==> src/rtl/ts_descriptor_release_module.sv <==
// Buffers host TS descriptors per injection address and releases one
// per scheduled address. Host write port, scheduler request/ack, and
// downstream valid/ready. Also release, miss and overwrite counters.
module ts_descriptor_release_module (
  input  logic        i_clk,
  input  logic        i_rst_n,
  input  logic [2:0]  iv_hardware_stage,
  input  logic [31:0] iv_ts_descriptor,
  input  logic [4:0]  iv_ts_descriptor_addr,
  input  logic        i_ts_descriptor_wr,
  input  logic [4:0]  iv_ts_injection_addr,
  input  logic        i_ts_injection_addr_wr,
  output logic        o_ts_injection_addr_ack,
  output logic [31:0] ov_ts_descriptor,
  output logic        o_ts_descriptor_wr,
  input  logic        i_ts_descriptor_ready,
  output logic [15:0] ov_release_cnt,
  output logic [15:0] ov_miss_cnt,
  output logic [15:0] ov_overwrite_cnt,
  output logic [1:0]  ov_trm_state
);

  typedef enum logic [1:0] {
    INIT_S   = 2'd0,
    IDLE_S   = 2'd1,
    LOOKUP_S = 2'd2,
    OUTPUT_S = 2'd3
  } state_t;

  state_t      state;
  logic [31:0] mem [32];
  logic [31:0] vld;
  logic [4:0]  lk_addr;
  logic [15:0] rel_cnt;
  logic [15:0] miss_cnt;
  logic [15:0] ovw_cnt;
  logic        rel_hit;
  logic        same_rel;

  assign rel_hit  = (state == LOOKUP_S) && vld[lk_addr];
  // A host write landing on the entry being released is a refill,
  // not an overwrite of unreleased data.
  assign same_rel = rel_hit && i_ts_descriptor_wr &&
                    (iv_ts_descriptor_addr == lk_addr);

  assign ov_release_cnt   = rel_cnt;
  assign ov_miss_cnt      = miss_cnt;
  assign ov_overwrite_cnt = ovw_cnt;
  assign ov_trm_state     = state;

  // Data contents carry no reset; validity is tracked in vld.
  always_ff @(posedge i_clk) begin
    if (i_ts_descriptor_wr)
      mem[iv_ts_descriptor_addr] <= iv_ts_descriptor;
  end

  always_ff @(posedge i_clk or negedge i_rst_n) begin
    if (!i_rst_n) begin
      vld     <= '0;
      ovw_cnt <= '0;
    end else begin
      if (rel_hit)
        vld[lk_addr] <= 1'b0;
      // Later assignment wins: a same-cycle write leaves the entry valid.
      if (i_ts_descriptor_wr)
        vld[iv_ts_descriptor_addr] <= 1'b1;
      if (i_ts_descriptor_wr && vld[iv_ts_descriptor_addr] && !same_rel)
        ovw_cnt <= ovw_cnt + 16'd1;
    end
  end

  always_ff @(posedge i_clk or negedge i_rst_n) begin
    if (!i_rst_n) begin
      state                   <= INIT_S;
      lk_addr                 <= '0;
      o_ts_injection_addr_ack <= 1'b0;
      o_ts_descriptor_wr      <= 1'b0;
      ov_ts_descriptor        <= '0;
      rel_cnt                 <= '0;
      miss_cnt                <= '0;
    end else begin
      o_ts_injection_addr_ack <= 1'b0;
      case (state)
        INIT_S: begin
          if (iv_hardware_stage == 3'd3)
            state <= IDLE_S;
        end
        IDLE_S: begin
          if (i_ts_injection_addr_wr) begin
            lk_addr                 <= iv_ts_injection_addr;
            o_ts_injection_addr_ack <= 1'b1;
            state                   <= LOOKUP_S;
          end
        end
        LOOKUP_S: begin
          if (vld[lk_addr]) begin
            ov_ts_descriptor   <= mem[lk_addr];
            o_ts_descriptor_wr <= 1'b1;
            rel_cnt            <= rel_cnt + 16'd1;
            state              <= OUTPUT_S;
          end else begin
            miss_cnt <= miss_cnt + 16'd1;
            state    <= IDLE_S;
          end
        end
        OUTPUT_S: begin
          if (i_ts_descriptor_ready) begin
            o_ts_descriptor_wr <= 1'b0;
            ov_ts_descriptor   <= '0;
            state              <= IDLE_S;
          end
        end
        default: begin
          o_ts_descriptor_wr      <= 1'b0;
          o_ts_injection_addr_ack <= 1'b0;
          state                   <= IDLE_S;
        end
      endcase
    end
  end

endmodule

==> config.mk <==
export PLATFORM = sky130hd
export DESIGN_NAME = ts_descriptor_release_module
export DESIGN_NICKNAME = d
export VERILOG_FILES = /design/src/rtl/ts_descriptor_release_module.sv
export SDC_FILE = /design/constraint.sdc
export NUM_CORES = 1
export LEC_CHECK = 0
export CORE_MARGIN = 2
export CORE_UTILIZATION = 61
export DETAILED_ROUTE_END_ITERATION = 10
export PLACE_DENSITY = 0.8
export SKIP_CTS_REPAIR_TIMING = 1
export SLEW_MARGIN = 20
export SYNTH_ARGS = -nofsm -noshare
export SYNTH_HDL_FRONTEND = slang
export SYNTH_SLANG_ARGS = --single-unit
==> constraint.sdc <==
create_clock -name i_clk -period 2.7 [get_ports i_clk]
set_input_delay 0.27 -clock i_clk [delete_from_list [all_inputs] [get_ports i_clk]]
set_output_delay 0.27 -clock i_clk [all_outputs]
set_load 0.01 [all_outputs]
==> flow_summary_export.csv <==
group,metric,value,unit
sta,finClkSkew,0.0297,ns
drt,dr.first_iter.drc_count,4335,
sta,max_freq,374,MHz
drt,routed_wl,129000,um
pwr,pwr_density_cell,969,mW/mm^2
flow_run,maxCapViolations,0,
synth,synth_seq_cells,1145,
critical_path,cp_max_fo,28,
critical_path,timing.critical_path.buf_inv,3,
critical_path,worst_path_most_repeated_cell,"buf_4",
synth,synth_cell_types,56,
clock_network,clk_pin_slew_worst_paths,0.07,ns
pwr,power.total,51.0,mW
drt,drcViolationCount,0,
critical_path,critPathArrivalTime,3.23,ns
drt,vias,25000,
critical_path,cp_slowest_cell,"dfrtp_4",
critical_path,end_kind,"register",
synth,syn_area,0.0443,mm^2
drt,avgRoutedWirePerCell,37.2,um
placed_design,io_buffer_count,133,
drt,viasPerCell,7.23,
die,core_area,0.0717,mm^2
global_routing,grt_max_degree,73,
drt,drtPass1Iterations,6,
synth,ys.flop_type,"edfxtp_1",
die,rows,98,
clock_network,clock-root-buffer,"clkbuf_16",
critical_path,crit_required,3.26,ns
status,status,"complete, no violations",
sta,fin_setup_tns,0,ns
sta,slew_headroom,24.4,%
synth,async_flop_share,10.6,%
clock_network,cts_tree,"done",
die,dieWidth,273,um
cells_and_area,area_growth,18.9,%
synth,avgSynthCellArea,21.0,um^2
critical_path,path_cells,"buf_6 > buf_4 > buf_4 > mux4_2 > a22oi_1 > nand4_1 > a22o_1",
placed_design,post-dp-hpwl,64500,um
sta,final-hold-violation-count,0,
min_path,min_path_type,"in -> reg",
critical_path,slowest_delay,0.49,ns
synth,synth_fp_nets,2163,
synth,synth_edf_count,1024,
sta,finalCriticalPeriod,2.67,ns
clock_network,cts_sinks,1145,
die,initial_core_util,61.7,%
drt,ant_nets,0,
placed_design,routabilityCongestion,0.919,
clock_network,cts_buffer_depth,3,
sta,setup_viol,0,
global_routing,grt_pass1_wl,181000,um
global_routing,grt_usage,34.4,%
cells_and_area,layout.nets,2469,
die,ioPinCount,134,
global_routing,grt_overflow,0,
synth,synthCells,2105,
synth,ys_seq_area_share,76.3,%
pwr,p_leak,17.2,nW
pwr,ir_drop,0.597,mV
global_routing,grt_pass1_vias,25300,
die,die_h,273,um
clock_network,worstSkewPairLatency,0.69,ns
cells_and_area,drive_above_1_share,27.5,%
critical_path,critical_path_class,"reg -> reg",
sta,worstMarginPinSlew,1.13,ns
synth,synth_warnings,0,
clock_network,cts-buffers-inserted,110,
sta,rsz0062_at_grt,"yes",
critical_path,cp_top_family,"buffers and inverters",
clock_network,htree_levels,3,
die,die-area,0.0748,mm^2
global_routing,antenna_found_initial,5,
critical_path,cp-start-kind,"register",
sta,finalCritPeriodShare,98.9,%
sta,slew_viol_final,0,
cell usage in the layout, fill, tap and decap left out, drive strengths merged, types with 40 or more instances in the layout:
cell type | netlist | final
clkinv | 0 | 40
a22oi | 113 | 113
buf | 61 | 180
mux4 | 270 | 270
nand4 | 41 | 41
dfrtp | 121 | 121
clkbuf | 58 | 146
edfxtp | 1024 | 1024
clkdlybuf4s50 | 0 | 129
nor2 | 71 | 71
synthesized netlist by cell type (all sizes together), types with 15 or more instances:
cell | instances | area, um^2
clkbuf | 58 | 218
xor2 | 16 | 140
nand2 | 35 | 131
dfrtp | 121 | 3030
nand4 | 41 | 257
and3 | 16 | 100
nand3 | 33 | 165
nor2 | 71 | 267
mux2i | 15 | 150
a22o | 35 | 307
edfxtp | 1024 | 30700
buf | 61 | 358
xnor2 | 34 | 298
inv | 20 | 75.1
o21ai | 19 | 95.1
mux4 | 270 | 6080
a22oi | 113 | 848
flip-flops by register name (all words and copies together), names as in the netlist, 2 cells and up:
register and cells:
ov_trm_state 2, ov_release_cnt 16, lk_addr 5, vld 32, ov_miss_cnt 16, mem 1024
ov_ts_descriptor 32, ov_overwrite_cnt 16
final cells by class:
cell class                      instances  area [um^2]
Antenna cell                            2         5.00
Tap cell                              950         1190
Fill cell                            3713        19100
Multi-Input combinational cell        821        10200
Clock inverter                         63          736
Clock buffer                          143         2970
Sequential cell                      1145        33800
Inverter                               20         75.1
Timing Repair Buffer                  313         3710
per-stage QoR:
| step | cells | instance area [um^2] | worst slack [ns] | hold slack [ns] | utilization [%] |
|---|---|---|---|---|---|
| finish | 3457 | 52600 | 0.0285 | 0.105 | 73.4 |
| floorplan | 2105 | 44300 | -0.520 | -0.0256 | - |
| detailed placement | 3237 | 48700 | 0.00393 | 0.347 | 67.9 |
| CTS | 3443 | 52400 | -0.169 | -0.362 | 73.0 |
| global placement | 3237 | 48700 | 0.0730 | 0.336 | 67.9 |
| global route | 3456 | 52600 | -0.0237 | 0.133 | 73.4 |
layer usage:
| layer | up-vias | global-route usage (%) | wire length, um |
|---|---|---|---|
| met5 | - | 0 | 51 |
| met4 | 8 | 14.5 | 6530 |
| li1 | 9439 | - | - |
| met2 | 2345 | 55.7 | 62300 |
| met1 | 12700 | 45.3 | 42100 |
| met3 | 473 | 8.56 | 17700 |
logic make-up after synthesis:
group           Yosys count  share of synthesized area (%)
compound gates          216                           3.72
xor+xnor                 50                          0.989
fa+ha+maj                 8                          0.226
buf+inv                 139                           1.47
flops                  1145                           76.3
mux                     299                           14.4
simple gates            248                           2.89
path summary, 6_finish.rpt:
kind | slack [ns] | startpoint | end | depth (start not counted)
worst max-delay path | 0.03 | lk_addr[1] | ov_ts_descriptor[20] | 7
worst min-delay path | 0.10 | iv_ts_descriptor[22] | mem[25][22] | 1
worst max register to register | 0.03 | lk_addr[1] | ov_ts_descriptor[20] | 7
worst min register to register | 0.47 | ov_release_cnt[15] | ov_release_cnt[15] | 1
max in group asynchronous | 1.67 | i_rst_n | ov_ts_descriptor[7] | 3
min in group asynchronous | 0.18 | i_rst_n | ov_ts_descriptor[18] | 2
where the power goes:
part           switching [mW]  internal, mW  leakage, nW
Sequential              0.760          20.0         10.7
Clock                    6.85          9.12         1.81
Combinational            7.65          6.60         4.68
Power figures use the tool's default switching activity.
